===== src/rtl/uart_byte_rx_if.sv =====
//==============================================================================
// Module  : uart_byte_rx_if
// Desc    : Line and byte-side signals of the serial byte receiver; parity_err
//           exists only when UART_RX_PARITY_EN is defined.
// Revision: 1.0
//==============================================================================
`default_nettype none

interface uart_byte_rx_if;
  logic       rx;
  logic [7:0] data_byte;
  logic       rx_done;
  logic       frame_err;
  logic       busy;
`ifdef UART_RX_PARITY_EN
  logic       parity_err;

  modport master (output rx, input data_byte, rx_done, frame_err, busy, parity_err);
  modport slave  (input rx, output data_byte, rx_done, frame_err, busy, parity_err);
`else
  modport master (output rx, input data_byte, rx_done, frame_err, busy);
  modport slave  (input rx, output data_byte, rx_done, frame_err, busy);
`endif
endinterface

`default_nettype wire


===== src/rtl/uart_byte_rx.sv =====
//==============================================================================
// Module  : uart_byte_rx
// Desc    : Async 8-N-1 serial to byte receiver with rx_done/frame_err strobes.
//           Define UART_RX_PARITY_EN for an even-parity bit and parity_err.
// Revision: 1.0
//==============================================================================
`default_nettype none

module uart_byte_rx #(
  parameter int CLK_FREQ = 50_000_000,
  parameter int BAUD     = 115200
) (
  input  logic           Clk,
  input  logic           Rst,
  uart_byte_rx_if.slave  bus
);

  localparam int BAUD_DIV = CLK_FREQ / BAUD;
  localparam int c_CNT_W  = $clog2(BAUD_DIV);

  localparam logic [c_CNT_W-1:0] c_HALF_M1 = c_CNT_W'(BAUD_DIV / 2 - 1);
  localparam logic [c_CNT_W-1:0] c_FULL_M1 = c_CNT_W'(BAUD_DIV - 1);

  localparam logic [2:0] c_IDLE   = 3'd0;
  localparam logic [2:0] c_START  = 3'd1;
  localparam logic [2:0] c_DATA   = 3'd2;
  localparam logic [2:0] c_PARITY = 3'd3;
  localparam logic [2:0] c_STOP   = 3'd4;

  logic               r_sync1;
  logic               r_sync2;
  logic               r_prev;
  logic [2:0]         r_state;
  logic [c_CNT_W-1:0] r_baud_cnt;
  logic [2:0]         r_bit_cnt;
  logic [7:0]         r_shift;
  logic [7:0]         r_data;
  logic               r_done;
  logic               r_ferr;
  logic               r_busy;
  logic               w_fall;
`ifdef UART_RX_PARITY_EN
  logic               r_par;
  logic               r_perr;
`endif

  // Two-stage synchronizer plus edge flop; all idle high.
  always_ff @(posedge Clk or negedge Rst) begin
    if (!Rst) begin
      r_sync1 <= 1'b1;
      r_sync2 <= 1'b1;
      r_prev  <= 1'b1;
    end else begin
      r_sync1 <= bus.rx;
      r_sync2 <= r_sync1;
      r_prev  <= r_sync2;
    end
  end

  assign w_fall = r_prev & ~r_sync2;

  always_ff @(posedge Clk or negedge Rst) begin
    if (!Rst) begin
      r_state    <= c_IDLE;
      r_baud_cnt <= '0;
      r_bit_cnt  <= 3'd0;
      r_shift    <= 8'h00;
      r_data     <= 8'h00;
      r_done     <= 1'b0;
      r_ferr     <= 1'b0;
      r_busy     <= 1'b0;
`ifdef UART_RX_PARITY_EN
      r_par      <= 1'b0;
      r_perr     <= 1'b0;
`endif
    end else begin
      r_done <= 1'b0;
      r_ferr <= 1'b0;
`ifdef UART_RX_PARITY_EN
      r_perr <= 1'b0;
`endif
      case (r_state)
        c_IDLE: begin
          if (w_fall) begin
            r_state    <= c_START;
            r_baud_cnt <= '0;
            r_busy     <= 1'b1;
          end
        end
        c_START: begin
          if (r_baud_cnt == c_HALF_M1) begin
            r_baud_cnt <= '0;
            if (r_sync2) begin
              r_state <= c_IDLE;
              r_busy  <= 1'b0;
            end else begin
              r_bit_cnt <= 3'd0;
              r_state   <= c_DATA;
            end
          end else begin
            r_baud_cnt <= r_baud_cnt + 1'b1;
          end
        end
        c_DATA: begin
          if (r_baud_cnt == c_FULL_M1) begin
            r_shift[r_bit_cnt] <= r_sync2;
            r_baud_cnt         <= '0;
            r_bit_cnt          <= r_bit_cnt + 3'd1;
            if (r_bit_cnt == 3'd7) begin
`ifdef UART_RX_PARITY_EN
              r_state <= c_PARITY;
`else
              r_state <= c_STOP;
`endif
            end
          end else begin
            r_baud_cnt <= r_baud_cnt + 1'b1;
          end
        end
`ifdef UART_RX_PARITY_EN
        c_PARITY: begin
          if (r_baud_cnt == c_FULL_M1) begin
            r_par      <= r_sync2;
            r_baud_cnt <= '0;
            r_state    <= c_STOP;
          end else begin
            r_baud_cnt <= r_baud_cnt + 1'b1;
          end
        end
`endif
        c_STOP: begin
          // Leaving at mid stop bit keeps a back-to-back start edge visible.
          if (r_baud_cnt == c_FULL_M1) begin
            r_baud_cnt <= '0;
            r_state    <= c_IDLE;
            r_busy     <= 1'b0;
            if (!r_sync2) begin
              r_ferr <= 1'b1;
`ifdef UART_RX_PARITY_EN
            end else if (^{r_shift, r_par}) begin
              r_perr <= 1'b1;
`endif
            end else begin
              r_data <= r_shift;
              r_done <= 1'b1;
            end
          end else begin
            r_baud_cnt <= r_baud_cnt + 1'b1;
          end
        end
        default: begin
          r_state    <= c_IDLE;
          r_baud_cnt <= '0;
          r_busy     <= 1'b0;
        end
      endcase
    end
  end

  assign bus.data_byte = r_data;
  assign bus.rx_done   = r_done;
  assign bus.frame_err = r_ferr;
  assign bus.busy      = r_busy;
`ifdef UART_RX_PARITY_EN
  assign bus.parity_err = r_perr;
`endif

endmodule

`default_nettype wire


===== src/flat_wrapper.sv =====
// flat-port wrapper written by rule: the top's interface ports become plain ports
module uart_byte_rx_flat 
#(
  parameter int CLK_FREQ = 50_000_000,
  parameter int BAUD     = 115200
)
  (Clk, Rst, bus_rx, bus_data_byte, bus_rx_done, bus_frame_err, bus_busy);
  uart_byte_rx_if bus_i ();
  input  logic Clk;
  input  logic Rst;
  input wire logic [$bits(bus_i.rx)-1:0] bus_rx;
  output wire logic [$bits(bus_i.data_byte)-1:0] bus_data_byte;
  output wire logic [$bits(bus_i.rx_done)-1:0] bus_rx_done;
  output wire logic [$bits(bus_i.frame_err)-1:0] bus_frame_err;
  output wire logic [$bits(bus_i.busy)-1:0] bus_busy;
  assign bus_i.rx = bus_rx;
  assign bus_data_byte = bus_i.data_byte;
  assign bus_rx_done = bus_i.rx_done;
  assign bus_frame_err = bus_i.frame_err;
  assign bus_busy = bus_i.busy;
  uart_byte_rx #(.CLK_FREQ(CLK_FREQ), .BAUD(BAUD)) u_core (.Clk(Clk), .Rst(Rst), .bus(bus_i));
endmodule

===== config.mk =====
export PLATFORM = sky130hd
export DESIGN_NAME = uart_byte_rx_flat
export DESIGN_NICKNAME = d
export VERILOG_FILES = /design/src/rtl/uart_byte_rx_if.sv /design/src/rtl/uart_byte_rx.sv /design/src/flat_wrapper.sv
export SDC_FILE = /design/constraint.sdc
export NUM_CORES = 1
export LEC_CHECK = 0
export CAP_MARGIN = 0
export CORE_MARGIN = 2
export CORE_UTILIZATION = 41
export DETAILED_ROUTE_END_ITERATION = 12
export PLACE_DENSITY = 0.63
export SLEW_MARGIN = 20
export SYNTH_ARGS = -nofsm -noshare
export SYNTH_HDL_FRONTEND = slang
export SYNTH_SLANG_ARGS = --single-unit

===== constraint.sdc =====
create_clock -name Clk -period 4 [get_ports Clk]
set_input_delay 0.4 -clock Clk [delete_from_list [all_inputs] [get_ports Clk]]
set_output_delay 0.4 -clock Clk [all_outputs]
set_load 0.05 [all_outputs]

==> flow_summary.json <==
{
  "final.setup.tns_ps": 0,
  "period_minus_slack_ps": 2170,
  "first_iter_violations": 116,
  "clockRootBuffer": "clkbuf_8",
  "synth-seq-cells": 37,
  "reg2reg_to": "u_core.r_baud_cnt[3]",
  "area_growth_pct": 16.0,
  "place_congestion": 0.803,
  "ys_warn_count": 0,
  "cp.arrival_ps": 2370,
  "multi_input_area_um2": 848,
  "max_slew_margin_pct": 43.2,
  "drt-total-wl_mm": 3.42,
  "rows": 24,
  "port_buffers": 13,
  "routedWlPerCell_um": 14.7,
  "pin_count": 14,
  "period_share_pct": 54.3,
  "ys_seq_area_share_pct": 50.9,
  "vdd_drop_max_mv": 0.222,
  "ys_top_cells_by_area": "dfrtp_1 (47%), mux2_2 (8.0%), dfstp_2 (4.3%), nand2_1 (3.9%), ha_1 (3.4%)",
  "maxCapViolCount": 0,
  "p_per_area_nw_per_um2": 482,
  "n_antenna_cell": 0,
  "grt_overflow": 0,
  "grt_pass1_wl_mm": 6.17,
  "finClkSkew_ps": 10.4,
  "antenna_found_initial": 0,
  "clk-insertion-delay-late_ps": 280,
  "nets": 187,
  "fin_util_pct": 49.0,
  "yosys.area.top_type_share_pct": 46.6,
  "mappedNetlistArea_um2": 1830,
  "tritoncts": "yes",
  "path_max_fanout": 12,
  "r2r_start": "u_core.r_state[1]",
  "cp.required_ps": 4200,
  "first_pass_iters": 4,
  "critPathKind": "reg2reg",
  "tightest_slew_ps": 849,
  "fp.dieH_um": 70.8,
  "clk_pin_slew_ps": 70,
  "crit_path_start_kind": "flip-flop",
  "grt_max_degree": 19,
  "drcViolationCount": 0,
  "track_usage_pct": 15.5,
  "syn_area_per_cell_um2": 11.3,
  "vias_per_cell": 5.48,
  "hold_violations": 0,
  "fillers": 397,
  "synth_top_area_cell": "dfrtp_1",
  "cts_hold_buf": 0,
  "power_mw": 1.02,
  "crit_end": "u_core.r_baud_cnt[3]",
  "ys_types": 43,
  "power_leakage_nw": 1.01,
  "endpoint_kind": "flip-flop",
  "hpwl_mm": 2.43,
  "slew_viol_final": 0,
  "rsz0062_at_grt": "false",
  "status": "complete, no violations",
  "coreArea_um2": 4320,
  "layout-drive-gt1-share_pct": 17.2,
  "grt_pass1_vias": 1305,
  "postCtsSetupRepairBufs": 0,
  "critical_path.startpoint": "u_core.r_state[1]",
  "fp.dieArea_um2": 5010,
  "vias": 1272,
  "fin_area_um2": 2120,
  "r2r_slack_ps": 1830,
  "htreeDepth": 2,
  "cts_buffers": 5,
  "syn_nets": 169,
  "place_area_um2": 2010,
  "netlist_instances": 161,
  "die_w_um": 70.8,
  "drtAntennaViolNets": 0,
  "cts-resized-gates": 0,
  "setup_viol": 0,
  "cts.sinks": 37,
  "max-clock-path-buffers": 2,
  "start_util_pct": 42.2,
  "holdCritPathClass": "reg2reg",
  "ff2ff_path_depth": 4,
  "fmax_ghz": 0.461,
  "register_area_um2": 930
}
[cell usage in the layout, fill, tap and decap left out, types with 2 or more instances in the layout]
cell and n:
ha_1 5, mux2_2 13, o22ai_1 4, dfstp_2 3
nand2_1 19, a22o_1 2, o21bai_1 2, a21o_1 2
inv_1 6, o211ai_1 4, nand3_1 7, nor2_1 7
nor3b_1 2, buf_4 2, nor2b_1 7, clkdlybuf4s50_1 13
mux2_1 4, clkbuf_8 5, dfrtp_1 34, nor3_1 5
o21ai_0 4, a21oi_1 6
[where the power goes]
group          internal, mW  switching, mW  total (mW)  leakage (nW)
clock network         0.185          0.125       0.310        0.0552
logic                0.0965          0.152       0.248         0.455
registers             0.409         0.0538       0.463         0.499
[cell usage after synthesis]
cell type / n
a211oi_1: 1
a21o_1: 2
a21oi_1: 6
a22o_1: 2
and4_1: 1
buf_4: 1
buf_6: 1
clkbuf_1: 2
dfrtp_1: 34
dfstp_2: 3
ha_1: 5
inv_1: 6
mux2_1: 4
mux2_2: 13
nand2_1: 19
nand3_1: 7
nand3b_1: 1
nand4_1: 1
nand4b_1: 1
nand4b_4: 1
nand4bb_4: 1
nor2_1: 7
nor2b_1: 7
nor3_1: 5
nor3_4: 1
nor3b_1: 2
nor4_1: 1
nor4_4: 1
nor4b_1: 1
o211a_1: 1
o211ai_1: 4
o21a_1: 1
o21ai_0: 4
o21bai_1: 2
o221ai_1: 1
o22ai_1: 4
o31a_1: 1
or2_1: 1
or2_2: 1
or3_1: 1
or3b_1: 1
or3b_4: 1
xor2_1: 1
[flip-flops by register name (all words and copies together), names as in the netlist]
name                  count
u_core.r_baud_cnt         9
u_core.bus.data_byte      8
u_core.r_shift            8
u_core.r_bit_cnt          3
u_core.r_state            3
u_core.bus.busy           1
u_core.bus.frame_err      1
u_core.bus.rx_done        1
u_core.r_prev             1
u_core.r_sync1            1
u_core.r_sync2            1
[per-stage QoR]
step	hold slack [ps]	cells	setup slack, ps
final	361	232	1830
after global routing	368	232	1600
after CTS	362	232	1780
after detailed placement	353	224	1790
after global placement	347	224	1960
after floorplan	104	161	2280
[cell type report]
class	instances	area share [%]
inverters	6	1.06
well taps	52	3.07
repair buffers	15	6.85
clock buffers	6	3.43
multi-input cells	114	40.0
flip-flops and latches	37	43.9
clock inverters	2	1.65
[per-layer routing]
| metal | global-route usage [%] | wire length [um] | vias to the layer above |
|---|---|---|---|
| met5 | 0 | 0 | - |
| met4 | 4.40 | 29 | 0 |
| met3 | 4.56 | 122 | 4 |
| met2 | 23.9 | 1680 | 19 |
| met1 | 21.3 | 1590 | 637 |
| li1 | - | - | 612 |
[how the worst min path moves through the flow]
stage / depth (start not counted) / slack, ps / end / start
after CTS: 0 / 360 / u_core.r_sync2 / u_core.r_sync1
after global placement: 0 / 350 / u_core.r_sync2 / u_core.r_sync1
after floorplan: 0 / 100 / u_core.bus.busy / Rst
after global routing: 0 / 370 / u_core.r_sync2 / u_core.r_sync1
final: 0 / 360 / u_core.r_sync2 / u_core.r_sync1
after detailed placement: 0 / 350 / u_core.r_sync2 / u_core.r_sync1
[critical path: stages (launching register included)]
cell	delay, ps
dfrtp_1	480
or3b_1	430
a21oi_1	680
nor2_1	260
o211ai_1	240
[kinds of logic after synthesis]
logic type	count (synthesis)	share of synthesized area, %
muxes	17	10.5
AOI/OAI and AO/OA	29	10.7
buffers and inverters	10	2.67
and+or+nand+nor	62	21.4
xor gates and xnor gates	1	0.480
adders and majority gates	5	3.42
DFF	37	50.9
(Power assumes the default switching activity.)
==> variant 1 (same flow settings) <==
`BAUD` is set to 115200 in 2 places; all go to 57600.
--- a/src/rtl/uart_byte_rx.sv
+++ b/src/rtl/uart_byte_rx.sv
@@ -9,5 +9,5 @@
 module uart_byte_rx #(
   parameter int CLK_FREQ = 50_000_000,
-  parameter int BAUD     = 115200
+  parameter int BAUD     = 57600
 ) (
   input  logic           Clk,
--- a/src/flat_wrapper.sv
+++ b/src/flat_wrapper.sv
@@ -3,5 +3,5 @@
 #(
   parameter int CLK_FREQ = 50_000_000,
-  parameter int BAUD     = 115200
+  parameter int BAUD     = 57600
 )
   (Clk, Rst, bus_rx, bus_data_byte, bus_rx_done, bus_frame_err, bus_busy);
Formal check against the unedited RTL: no difference found for any inputs over 10 cycles, from zero or initial values and one cycle with Rst low; that may be too few to reach the edited logic, so the function may still have changed.
==> variant 1 against the unedited design <==
Wire length down 2.7%; global-route usage fell by 1.1 points; final area decreased by 0.53%; sequential cell count increased by 1; sequential share of layout area increased by 1.4 points; synthesized area increased by 3.8%; critical path depth grew 1; cell count is 1.3% lower; non-clock buffer count down 1; setup slack improved by 5.4 ps; largest cell class unchanged.
Power is not compared: it rests on default switching activity, and its combinational part moved more than twofold at a synthesized area within 25%.
==> variant 1: results (changes against the unedited design) <==
{| class="wikitable"
! Metric !! Value
|-
| Run status || completed
|-
| Post-detailed-placement cell area || 2010 um^2 (about the same)
|-
| Total of fill cells in the finished design || 421 (+6.0%)
|-
| Top register by number of flip-flops || u_core.r_baud_cnt
|-
| Pre-CTS setup slack || 1850 ps (+52.8 ps)
|-
| Highest net fanout along the worst path || 12 (unchanged)
|-
| Synth top area cells || dfrtp_1, mux2_2, dfstp_2
|-
| # nets final || 183 (-2.1%)
|-
| I/O Buffers || 13 (unchanged)
|-
| Worst Max-Slew Pin Slew || 842 ps (-7.15 ps)
|-
| Number of buffers inserted to repair setup after CTS || 0 (unchanged)
|-
| Fraction of final layout cells with drive strength greater than 1 || 0.249 (+0.0764)
|-
| Total Routing Usage GR || 0.143 (-0.0112)
|-
| Count of routing violations after the opening detailed-route iteration || 57 (-51%)
|-
| Number of nets produced by synthesis || 169 (unchanged)
|-
| Maximum number of pins on one net before global-route repair || 39 (+20)
|-
| Number of resized instances in the post-cts repair step || 0 (unchanged)
|-
| RD Place Congestion || 0.829 (+3.3%)
|-
| Total detailed-routing wirelength || 3330 um (-2.7%)
|-
| Global-route wire length before repair || 5760 um (-6.6%)
|-
| Number of buffers on the longest clock path || 2 (unchanged)
|-
| Via count of the first global-routing pass || 1242 (-4.8%)
|-
| Hold WC Path Type || in2async
|-
| Remaining routing DRC violations || 0 (unchanged)
|-
| Final worst clock skew || 8.31 ps (-2.09 ps)
|-
| Cell at the root of the clock tree || clkbuf_8
|-
| H-Tree Level Count || 2 (unchanged)
|-
| Yosys cell types || 42 (-2.3%)
|-
| Register area share after synthesis || 0.504 (-0.00527)
|-
| TritonCTS Buffers || 5 (unchanged)
|-
| Number of vias after detailed routing || 1272 (unchanged)
|-
| Half-perimeter wire length after detailed placement || 2300 um (-5.6%)
|-
| Clock latency of the later-clocked register in the worst-skew pair || 290 ps
|-
| Total number of yosys warnings || 0 (unchanged)
|-
| Post-synth ARST share || 1.00 (unchanged)
|-
| Maximum vdd ir drop || between 0.2 and 0.25 mV
|-
| Synth top cells by count || dfrtp_1, mux2_2, nand2_1, nor2_1, o21ai_0
|-
| Largest register FFs || 10 (+1)
|-
| Lkg Pwr || between 0.9 and 1 nW
|}
-- variant 1: cell count changes in the layout (fill, tap and decap cells not counted), sizes merged, moves of 3 or more --
cell	change
nor2b	-5
a21oi	-3
nor4	+3
inv	-3
o21ai	+6
nand2	-7
o211ai	-4
nor2	+5
-- variant 1: path summary, 6_finish.rpt --
| kind | startpoint | end | slack (ps) | depth (start not counted) |
|---|---|---|---|---|
| worst min register to register | u_core.r_sync1 | u_core.r_sync2 | 360 | 0 |
| min in group Clk | u_core.r_sync1 | u_core.r_sync2 | 360 | 0 |
| worst max register to register | u_core.r_state[2] | u_core.r_shift[1] | 1830 | 5 |
| worst min-delay path | Rst | u_core.r_state[2] | 210 | 1 |
| worst max-delay path | u_core.r_state[2] | u_core.r_shift[1] | 1830 | 5 |
| max in group asynchronous | Rst | u_core.bus.data_byte[2] | 3260 | 1 |
-- variant 1: power breakdown --
group          internal, mW  total (mW)  switching, mW
registers             0.417       0.462         0.0452
logic                0.0447      0.0959         0.0512
clock network         0.138       0.271          0.133
-- variant 1: layout make-up --
| type | instances | share of cell area |
|---|---|---|
| Clock buffer | 6 | 0.0392 |
| Clock inverter | 2 | 0.00594 |
| Inverter | 3 | 0.00534 |
| Multi-Input combinational cell | 114 | 0.403 |
| Sequential cell | 38 | 0.453 |
| Tap cell | 52 | 0.0309 |
| Timing Repair Buffer | 14 | 0.0629 |
-- variant 1: cell families after synthesis --
group | count (synthesis) | synth area share
simple gates | 64 | 0.215
flops | 38 | 0.504
buf+inv | 10 | 0.0488
compound gates | 28 | 0.0990
mux | 18 | 0.108
fa+ha+maj | 4 | 0.0264
-- variant 1: per-stage QoR --
stage,hold slack [ps],util,std cells
after global routing,264,0.477,229
after floorplan,104,-,162
after detailed placement,351,0.456,221
after global placement,348,0.456,221
final,206,0.477,229
after CTS,233,0.477,229
-- variant 1: layer usage --
metal	GRT usage	vias up	share of wire	wire, um
li1	-	615	-	-
met4	0.0608	0	0.014	46
met2	0.215	23	0.48	1580
met5	0	-	0	0
met3	0.0486	6	0.045	151
met1	0.190	628	0.46	1550
-- variant 1: critical path, cell delays in order (launching register included) --
cell      delay, ps
dfrtp_1         500
or3b_2          540
nor4_4          270
nand2b_2        140
nor3b_1         230
mux2_2          360
==> variant 2 (same flow settings) <==
Made on the original files. Make the reset (`Rst`) synchronous in 2 clocked blocks. Comments in the files are not updated.
--- a/src/rtl/uart_byte_rx.sv
+++ b/src/rtl/uart_byte_rx.sv
@@ -46,5 +46,5 @@
 
   // Two-stage synchronizer plus edge flop; all idle high.
-  always_ff @(posedge Clk or negedge Rst) begin
+  always_ff @(posedge Clk) begin
     if (!Rst) begin
       r_sync1 <= 1'b1;
@@ -60,5 +60,5 @@
   assign w_fall = r_prev & ~r_sync2;
 
-  always_ff @(posedge Clk or negedge Rst) begin
+  always_ff @(posedge Clk) begin
     if (!Rst) begin
       r_state    <= c_IDLE;
Behaviour: differs if Rst is asserted again (counterexample within 4 cycles, from zero or initial values and one cycle with Rst low); with Rst held inactive, the same outputs for 10 cycles.
==> variant 2 against the unedited design <==
Utilization grew 1.0 points; sequential cell count unchanged; setup slack gained 250 ps; wire length is 0.88% lower; critical path type unchanged; final area down 4.3%; synthesized area is 3.9% lower; count of clock-buffer cells in the layout is the same.
Power is not compared: it rests on default switching activity, and its combinational part moved more than twofold at a synthesized area within 25%.
==> variant 2: results (changes against the unedited design) <==
{| class="wikitable"
! Metric !! Value
|-
| Worst Max-Slew Pin Slew || 612 ps (-238 ps)
|-
| Wire length per cell after detailed routing || 12.7 um (-14%)
|-
| Number of nets produced by synthesis || 211 (+25%)
|-
| Synth top cells by count || nand2_1, dfxtp_1, a21oi_1, nand3_1, nor2_1
|-
| Total detailed-routing wirelength || 3390 um (-0.88%)
|-
| WHS || 412 ps (+51.5 ps)
|-
| Startpoint of the tightest hold check path || u_core.r_sync1
|-
| Highest net fanout along the worst path || 6 (-6)
|-
| RD Place Congestion || 0.773 (-3.6%)
|-
| Kind of cell with the highest combined delay on the critical path || simple AND/OR/NAND/NOR gates
|-
| Synth top area cells || dfxtp_1, nand2_1, a21oi_1
|-
| Delay of the slowest critical-path stage || 420 ps (-260 ps)
|-
| Global-route wire length before repair || 6060 um (-1.8%)
|-
| Worst Reg2Reg Path Length in Cells || 6 (+2)
|-
| Post-detailed-placement cell area || 1910 um^2 (-5.1%)
|-
| Count of routing violations after the opening detailed-route iteration || 72 (-38%)
|-
| Total length of routed met2 wires || 1490 um (-11%)
|-
| M3 GR Usage || 0.0392 (-0.00634)
|-
| Data arrival time of the worst path || 2090 ps (-280 ps)
|-
| Most used flip-flop cell after synthesis || dfxtp_1
|-
| Met3 wire length || 129 um (+5.7%)
|-
| Number of multi-input combinational cells || 151 (+32%)
|-
| Post-synth ARST share || 0 (-1.00)
|-
| Cell count after synthesis || 203 (+26%)
|-
| Routed metal-1 wirelength || 1710 um (+7.6%)
|-
| Yosys cell types || 47 (+9.3%)
|-
| Fraction of final layout cells with drive strength greater than 1 || 0.0972 (-0.0750)
|-
| Run status || completed
|-
| Non-Clock Buffer Area Fraction || 0.0716 (+0.00304)
|-
| Logic inverters || 5 (-1)
|-
| Number of vias after detailed routing || 1440 (+13%)
|-
| Via count of the first global-routing pass || 1310 (+0.38%)
|}
==> variant 2: cells by family (layout without fill, tap and decap cells) <==
| family | count (synthesis) | after routing | share of synthesized area |
|---|---|---|---|
| XOR/XNOR | 1 | 1 | 0.00499 |
| AO/OA/AOI/OAI | 42 | 42 | 0.155 |
| flip-flops | 37 | 37 | 0.422 |
| AND/OR/NAND/NOR | 96 | 96 | 0.301 |
| multiplexers | 7 | 7 | 0.0399 |
| buffers and inverters | 15 | 28 | 0.0421 |
| adder cells (fa/ha/maj) | 5 | 5 | 0.0356 |
==> variant 2: through the flow <==
stage | power [mW] | setup WS (ps)
2_1_floorplan | 0.411 | 2310
3_3_place_gp | 0.421 | 2000
3_5_place_dp | 0.422 | 1980
4_1_cts | 0.760 | 2090
5_1_grt | 0.776 | 1890
6_report | 0.749 | 2080
==> variant 2: power breakdown <==
part	internal, mW	switching, mW
Sequential	0.372	0.00398
Clock	0.203	0.134
Combinational	0.0138	0.0230
